### src/rtl/mem_port_arbiter_pkg.sv
// Shared memory-side encodings for MAIN_MEMORY, both caches and the arbiter.
// Request codes, status codes and the arbiter state enum.
package mem_defs;

  localparam logic [1:0] VIS_IDLE  = 2'b00;
  localparam logic [1:0] VIS_READ  = 2'b01;
  localparam logic [1:0] VIS_WRITE = 2'b10;

  localparam logic [1:0] ST_IDLE  = 2'b00;
  localparam logic [1:0] ST_BUSY  = 2'b01;
  localparam logic [1:0] ST_DONE  = 2'b10;
  localparam logic [1:0] ST_ERROR = 2'b11;

  typedef enum logic [1:0] {
    ARB_IDLE,
    ARB_BUSY_I,
    ARB_BUSY_D
  } arb_state_e;

  function automatic logic vis_active(
    input logic [1:0] s
  );
    return (s == VIS_READ) || (s == VIS_WRITE);
  endfunction

  function automatic logic st_final(
    input logic [1:0] s
  );
    return (s == ST_DONE) || (s == ST_ERROR);
  endfunction

endpackage

### src/rtl/mem_port_arbiter.sv
// Round-robin arbiter serialising I-cache and D-cache requests onto the
// single memory port, with a watchdog that aborts hung accesses.
module mem_port_arbiter
  import mem_defs::*;
#(
  parameter int ADDR_WIDTH       = 17,
  parameter int LEN              = 32,
  parameter int ENTRY_INDEX_SIZE = 3,
  parameter int TIMEOUT          = 255
) (
  input  logic                      clk,
  input  logic                      rst,
  input  logic [1:0]                i_vis_signal,
  input  logic [ADDR_WIDTH-1:0]     i_vis_addr,
  output logic [1:0]                i_status,
  output logic [LEN-1:0]            i_data,
  input  logic [1:0]                d_vis_signal,
  input  logic [ADDR_WIDTH-1:0]     d_vis_addr,
  input  logic [LEN-1:0]            d_written_data,
  input  logic [2:0]                d_data_type,
  input  logic [ENTRY_INDEX_SIZE:0] d_length,
  output logic [1:0]                d_status,
  output logic [LEN-1:0]            d_data,
  output logic [1:0]                mem_vis_signal,
  output logic [ADDR_WIDTH-1:0]     mem_vis_addr,
  output logic [LEN-1:0]            mem_written_data,
  output logic [2:0]                mem_data_type,
  output logic [ENTRY_INDEX_SIZE:0] mem_length,
  input  logic [1:0]                mem_status,
  input  logic [LEN-1:0]            mem_data
);

  localparam int WD_W = (TIMEOUT < 1) ? 1 : $clog2(TIMEOUT + 1);
  localparam logic [WD_W-1:0] WD_MAX = WD_W'(TIMEOUT);

  arb_state_e                state_q;
  logic                      last_d_q;
  logic [WD_W-1:0]           wd_q;
  logic [1:0]                i_status_q;
  logic [1:0]                d_status_q;
  logic [LEN-1:0]            i_data_q;
  logic [LEN-1:0]            d_data_q;
  logic [1:0]                mem_sig_q;
  logic [ADDR_WIDTH-1:0]     mem_addr_q;
  logic [LEN-1:0]            mem_wdata_q;
  logic [2:0]                mem_type_q;
  logic [ENTRY_INDEX_SIZE:0] mem_len_q;

  logic i_elig;
  logic d_elig;
  logic grant_i;
  logic grant_d;

  // A requester seeing DONE/ERROR this cycle is masked for one cycle.
  always_comb begin
    i_elig  = vis_active(i_vis_signal) && !st_final(i_status_q);
    d_elig  = vis_active(d_vis_signal) && !st_final(d_status_q);
    grant_i = i_elig && (!d_elig || last_d_q);
    grant_d = d_elig && (!i_elig || !last_d_q);
  end

  always_ff @(posedge clk) begin
    if (!rst) begin
      state_q     <= ARB_IDLE;
      last_d_q    <= 1'b1;
      wd_q        <= '0;
      i_status_q  <= ST_IDLE;
      d_status_q  <= ST_IDLE;
      i_data_q    <= '0;
      d_data_q    <= '0;
      mem_sig_q   <= VIS_IDLE;
      mem_addr_q  <= '0;
      mem_wdata_q <= '0;
      mem_type_q  <= '0;
      mem_len_q   <= '0;
    end else begin
      unique case (state_q)
        ARB_IDLE: begin
          wd_q       <= '0;
          i_status_q <= grant_i ? ST_BUSY : ST_IDLE;
          d_status_q <= grant_d ? ST_BUSY : ST_IDLE;
          if (grant_i) begin
            state_q     <= ARB_BUSY_I;
            last_d_q    <= 1'b0;
            mem_sig_q   <= VIS_READ;
            mem_addr_q  <= i_vis_addr;
            mem_wdata_q <= '0;
            mem_type_q  <= '0;
            mem_len_q   <= '0;
          end else if (grant_d) begin
            state_q     <= ARB_BUSY_D;
            last_d_q    <= 1'b1;
            mem_sig_q   <= d_vis_signal;
            mem_addr_q  <= d_vis_addr;
            mem_wdata_q <= d_written_data;
            mem_type_q  <= d_data_type;
            mem_len_q   <= d_length;
          end
        end
        ARB_BUSY_I, ARB_BUSY_D: begin
          if (mem_status == ST_DONE) begin
            if (state_q == ARB_BUSY_I) begin
              i_data_q   <= mem_data;
              i_status_q <= ST_DONE;
            end else begin
              d_data_q   <= mem_data;
              d_status_q <= ST_DONE;
            end
            mem_sig_q <= VIS_IDLE;
            state_q   <= ARB_IDLE;
            wd_q      <= '0;
          end else if (wd_q == WD_MAX) begin
            if (state_q == ARB_BUSY_I) begin
              i_status_q <= ST_ERROR;
            end else begin
              d_status_q <= ST_ERROR;
            end
            mem_sig_q <= VIS_IDLE;
            state_q   <= ARB_IDLE;
            wd_q      <= '0;
          end else begin
            wd_q <= wd_q + WD_W'(1);
          end
        end
        default: state_q <= ARB_IDLE;
      endcase
    end
  end

  assign i_status         = i_status_q;
  assign d_status         = d_status_q;
  assign i_data           = i_data_q;
  assign d_data           = d_data_q;
  assign mem_vis_signal   = mem_sig_q;
  assign mem_vis_addr     = mem_addr_q;
  assign mem_written_data = mem_wdata_q;
  assign mem_data_type    = mem_type_q;
  assign mem_length       = mem_len_q;

endmodule

### config.mk
export PLATFORM = sky130hd
export DESIGN_NAME = mem_port_arbiter
export DESIGN_NICKNAME = d
export VERILOG_FILES = /design/src/rtl/mem_port_arbiter_pkg.sv /design/src/rtl/mem_port_arbiter.sv
export SDC_FILE = /design/constraint.sdc
export NUM_CORES = 1
export LEC_CHECK = 0
export CORE_ASPECT_RATIO = 1.2
export CORE_UTILIZATION = 38
export DETAILED_ROUTE_END_ITERATION = 10
export GPL_TIMING_DRIVEN = 0
export PLACE_DENSITY_LB_ADDON = 0.3
export SETUP_SLACK_MARGIN = 0.4
export SLEW_MARGIN = 20
export SYNTH_ARGS = -nofsm -noshare
export SYNTH_HDL_FRONTEND = slang
export SYNTH_SLANG_ARGS = --single-unit
### constraint.sdc
create_clock -name clk -period 1.7 [get_ports clk]
set_clock_uncertainty 0.1 [all_clocks]
set_input_delay 0.17 -clock clk [delete_from_list [all_inputs] [get_ports clk]]
set_output_delay 0.17 -clock clk [all_outputs]
set_load 0.01 [all_outputs]
# Word-level counts from Yosys, hierarchy flattened
# Index checks and enable logic that the tools add are counted.
[totals] regBits=137
[classes] n_addsub=1 eq_ne=16 muxes=33 bitwise_logic=1 reduce_logical=26
[ops] op="two-way mux 32 bit" count=2
[ops] op="two-way mux 17 bit" count=2
[ops] op="two-way mux 2 bit" count=14
[ops] op="equality test 2 bit, second input constant" count=8
[ops] op="two-way mux 8 bit" count=2
[ops] op="one-hot mux 2 bit (2 select lines)" count=4
[ops] op="one-hot mux 8 bit (2 select lines)" count=1
[ops] op="AND reduction 3 bit" count=5
[ops] op="adder 8 x 1 -> 8 bit, second input constant" count=1
[ops] op="equality test 8 bit, second input constant" count=1
[ops] op="two-way mux 4 bit" count=2
[ops] op="equality test 2 x 1 -> 1 bit, second input constant" count=3
[ops] op="logical OR 1 bit" count=6
[ops] op="two-way mux 3 bit" count=2
[ops] op="inequality test 3 bit, second input constant" count=2
[ops] op="logical NOT 1 bit" count=5
[ops] op="logical AND 1 bit" count=4
[ops] op="two-way mux 1 bit" count=4
[ops] op="inequality test 2 bit, second input constant" count=2
[ops] op="AND reduction 2 bit" count=2
[ops] op="nonzero test 2 bit" count=2
[ops] op="logical NOT 2 bit" count=1
[ops] op="OR reduction 2 bit" count=1
[ops] op="inverter 1 bit" count=1

# Longest topological paths before layout
[depth] ltp_word=10 ltp_mapped=8 depth_no_buf=6

# Least setup slack after synthesis
# No wires, ideal clock.
[synth_timing] path_type="register to register" from="register state_q[0]" to="register d_data_q[0] (netlist: d_data[0])" setup_ns=0.070 arrival_time_ns=1.653 required_time_ns=1.530 path_slack_ns=-0.123 path_stages_with_launch=9 period_less_slack_ns=1.823 cell_sequence="dfxtp_1 > inv_1 > ha_1 > nor2b_1 > and2_1 > clkbuf_1 > clkbuf_1 > nand2_1 > a21oi_1"
[synth_between] elab_chain_cells=3 word_cells_on_any_way=5 classes_between="eq/ne: 2; bitwise: 1; reduce/logical: 2"
[synth_rtl] element="start: declaration" line_no="mem_port_arbiter.sv:36" source="arb_state_e state_q;"
[synth_rtl] element="start signal: assignment" line_no="mem_port_arbiter.sv:64" source="state_q <= ARB_IDLE;"
[synth_rtl] element="start signal: assignment" line_no="mem_port_arbiter.sv:83" source="state_q <= ARB_BUSY_I;"
[synth_rtl] element="start signal: assignment" line_no="mem_port_arbiter.sv:91" source="state_q <= ARB_BUSY_D;"
[synth_rtl] element="equality test 2 x 1 -> 1 bit / equality test 2 bit (equally long branches)" line_no="mem_port_arbiter.sv:77, mem_port_arbiter.sv:102"
[synth_rtl] element="OR reduction 2 bit / inverter 1 bit (equally long branches)"
[synth_rtl] element="AND reduction 3 bit (no line) (*)"
[synth_rtl] element="end signal: assignment" line_no="mem_port_arbiter.sv:106" source="d_data_q <= mem_data;"
[synth_rtl] element="end: declaration" line_no="mem_port_arbiter.sv:42" source="logic [LEN-1:0] d_data_q;"
# Mark *: on every way between the ends. The rest lies on a longest branch, timed or not.
# A chain may end at the register's enable or synchronous reset.

# Worst setup path in the final report
[layout_timing] from="register wd_q[3]" to="register state_q[1]"
[layout_between] elab_chain_cells=3
[layout_rtl] element="start: declaration" line_no="mem_port_arbiter.sv:38" source="logic [WD_W-1:0] wd_q;"
[layout_rtl] element="start signal: assignment" line_no="mem_port_arbiter.sv:122" source="wd_q <= wd_q + WD_W'(1);"
[layout_rtl] element="equality test 8 bit" line_no="mem_port_arbiter.sv:112" source="end else if (wd_q == WD_MAX) begin"
[layout_rtl] element="inequality test 3 bit (no line)"
[layout_rtl] element="AND reduction 2 bit (no line)"
[layout_rtl] element="end signal: assignment" line_no="mem_port_arbiter.sv:110" source="state_q <= ARB_IDLE;"
[layout_rtl] element="end signal: assignment" line_no="mem_port_arbiter.sv:119" source="state_q <= ARB_IDLE;"
[layout_rtl] element="end signal: assignment" line_no="mem_port_arbiter.sv:125" source="default: state_q <= ARB_IDLE;"
# No other way between the ends.

==> impl_metrics.json <==
{
  "detail-route-antenna-nets": 0,
  "setup_viol": 27,
  "worstSkewPairLatency_ns": 0.42,
  "cts_tree": "yes",
  "finalSetupTns_ns": -1.25,
  "final.min_clock_period_ns": 1.98,
  "gp_congestion": 0.786,
  "critPathArrivalTime_ns": 2.19,
  "syn_area_um2": 5320,
  "placed_area_um2": 8150,
  "initial_core_util_pct": 38.8,
  "start_kind": "flop",
  "drt_iter0_drc": 407,
  "syn_area_per_cell_um2": 8.33,
  "synthCells": 638,
  "finalNonFillerCells": 1142,
  "grt_antenna_before_repair": 1,
  "ys_warn_count": 0,
  "cts.reportedPaths.clkPinSlew_ns": 0.06,
  "min_path_type": "in2reg",
  "max_freq_ghz": 0.504,
  "path_max_fanout": 6,
  "synth_area_leaders": "dfxtp_1 (52%), a21oi_1 (12%), nand2_1 (9.7%)",
  "die_w_um": 110,
  "syn_to_final_growth_pct": 111,
  "synth_nets": 755,
  "vias": 6390,
  "synth.top_cell.area_share_pct": 51.6,
  "fp.dieH_um": 132,
  "failed_checks": "setup timing",
  "cts_buffer_depth": 2,
  "yosysSeqAreaShare_pct": 51.6,
  "overflow": 0,
  "dieArea_um2": 14500,
  "cts_root_buf": "clkbuf_16",
  "drt-total-wl_um": 24600,
  "timing.slew.headroom_pct": 49.0,
  "rows": 47,
  "cp_data_required_time_ns": 1.91,
  "period_share_pct": 117,
  "synth_enable_flop_cells": 0,
  "layout_setup_ws_ns": -0.284,
  "tightest_slew_ns": 0.765,
  "synth_seq_cells": 137,
  "port_buffers": 237,
  "critical_path_class": "reg2reg",
  "critPathCaptureType": "flop",
  "dpl.hpwl_um": 12000,
  "cts_max_level": 4,
  "synth_ff_type": "dfxtp_1",
  "final_nets": 1074,
  "rsz0062_at_grt": "yes",
  "post-place-cells": 1046,
  "ff2ff_path_depth": 5,
  "yosysTopAreaCell": "dfxtp_1",
  "drv_slew": 0,
  "cap_violations": 0,
  "grt_pass1_vias": 5870,
  "first_pass_iters": 4,
  "grt_usage_pct": 26.8,
  "boundaryPins": 239,
  "synthArstFlopShare_pct": 0,
  "wl_per_cell_um": 21.5,
  "finalHoldViolations": 0,
  "power_density_nw_per_um2": 1490,
  "final_layout_size_suffix_gt1_share_pct": 40.2,
  "drc": 0,
  "peakVddDrop_v": 0.000850,
  "hold_depth": 2,
  "status": "complete, but fails checks",
  "final_area_um2": 11200,
  "synth.distinct_cells": 42,
  "cts_buffers": 17,
  "n_fill_cell": 703,
  "fp.coreArea_um2": 13700,
  "p_total_w": 0.0167,
  "p_leak_nw": 5.67,
  "grt_pass1_wl_um": 29600,
  "final_core_util_pct": 81.7,
  "grt_max_degree": 17,
  "reg2reg_setup_slack_ns": -0.28,
  "clock-sinks": 137,
  "viasPerCell": 5.60
}
-- per-stage QoR --
step	hold WS, ns	worst slack [ns]
after floorplan	0.206	0.201
after global placement	0.341	-0.447
after detailed placement	0.346	-0.468
after global routing	0.0945	-0.312
after CTS	0.0276	0.0496
final	0.0820	-0.284
-- repair_timing --
action | in CTS | in global routing
endpoints found under the setup margin | 263 | 260
cloned | 15 | 4
pin swaps | 105 | 91
hold endpoints to repair | 0 | 0
buffers inserted | 27 | 17
gates resized for setup | 288 | 343
hold buffers | 0 | 0
-- cell usage after synthesis, drive strengths merged, types with 2 or more instances --
library cell / instances
inv: 6
nor2: 11
nand3: 44
mux2i: 19
o211ai: 2
a21oi: 124
nand2b: 3
a211oi: 18
a311oi: 3
nand4: 3
and3: 2
clkbuf: 43
o21ai: 42
nand2: 138
xnor2: 4
ha: 4
dfxtp: 137
a31oi: 3
nor2b: 3
xor2: 4
buf: 11
-- logic make-up after synthesis --
logic type | after synthesis | share of synthesized area [%]
DFF | 137 | 51.6
adders and majority gates | 4 | 0.941
and+or+nand+nor | 211 | 17.0
buffers and inverters | 60 | 4.87
muxes | 19 | 3.58
xor gates and xnor gates | 8 | 1.32
AOI/OAI and AO/OA | 199 | 20.7
-- path summary, 6_finish.rpt --
| path | end | from |
|---|---|---|
| worst max-delay path | state_q[1] | wd_q[3] |
| worst min-delay path | last_d_q | rst |
| worst max register to register | state_q[1] | wd_q[3] |
| worst min register to register | d_data[8] | d_data[8] |
-- cells in the final DEF, fill, tap and decap left out, drive strengths merged, types with 2 or more instances in the layout --
cell           synthesis  final
inv                    6     12
o21ai                 42     42
clkdlybuf4s15          0      6
clkinv                 0      5
dlymetal6s2s           0     95
bufinv                 0      4
nand2                138    138
dfxtp                137    137
nand2b                 3      3
nand4                  3      3
and3                   2      2
buf                   11     84
clkbuf                43     77
nand3                 44     44
nor2b                  3      3
ha                     4      4
o211ai                 2      2
mux2i                 19     19
xnor2                  4      4
clkdlybuf4s50          0    107
nor2                  11     11
a31oi                  3      3
a211oi                18     18
xor2                   4      4
dlygate4sd2            0      2
a21oi                124    124
a311oi                 3      3
-- state kept, by name, indices dropped and copies added, names as in the netlist --
signal,count
i_data,32
state_q,2
i_status,2
mem_data_type,3
d_status,2
mem_length,4
mem_written_data,32
wd_q,8
mem_vis_signal,2
mem_vis_addr,17
last_d_q,1
d_data,32
-- final cells by class --
type / count / area, um^2 / area share, %
antenna: 1 / 2.50 / 0.0224
buffer: 54 / 707 / 6.31
clock buffer: 18 / 429 / 3.83
clock inverter: 14 / 210 / 1.88
inverter: 6 / 51.3 / 0.458
multi-input combinational: 441 / 3540 / 31.6
sequential: 137 / 2770 / 24.8
tap: 171 / 214 / 1.91
timing repair buffer: 299 / 3250 / 29.0
timing repair inverter: 1 / 16.3 / 0.145
-- power by group --
group / total [W] / internal (W) / switching [W]
registers: 0.00424 / 0.00381 / 0.000430
clock network: 0.00407 / 0.00250 / 0.00157
logic: 0.00839 / 0.00414 / 0.00425
-- worst max-delay path, stage by stage, from the launching register on --
cell      delay, ns
dfxtp_1        0.46
nand4_1        0.20
o211ai_1       0.61
buf_4          0.22
nand2_1        0.11
o32ai_2        0.17
-- per-layer routing --
layer,part of all wire [%],routed length [um],vias to the layer above,global-route usage [%]
met5,0,0,-,0
met4,5.1,1250,0,13.6
met3,6.8,1660,100,7.74
met2,52,12800,341,46.9
met1,36,8920,3082,28.4
li1,-,-,2867,-
Note: power is estimated with default switching activity, not from simulation.
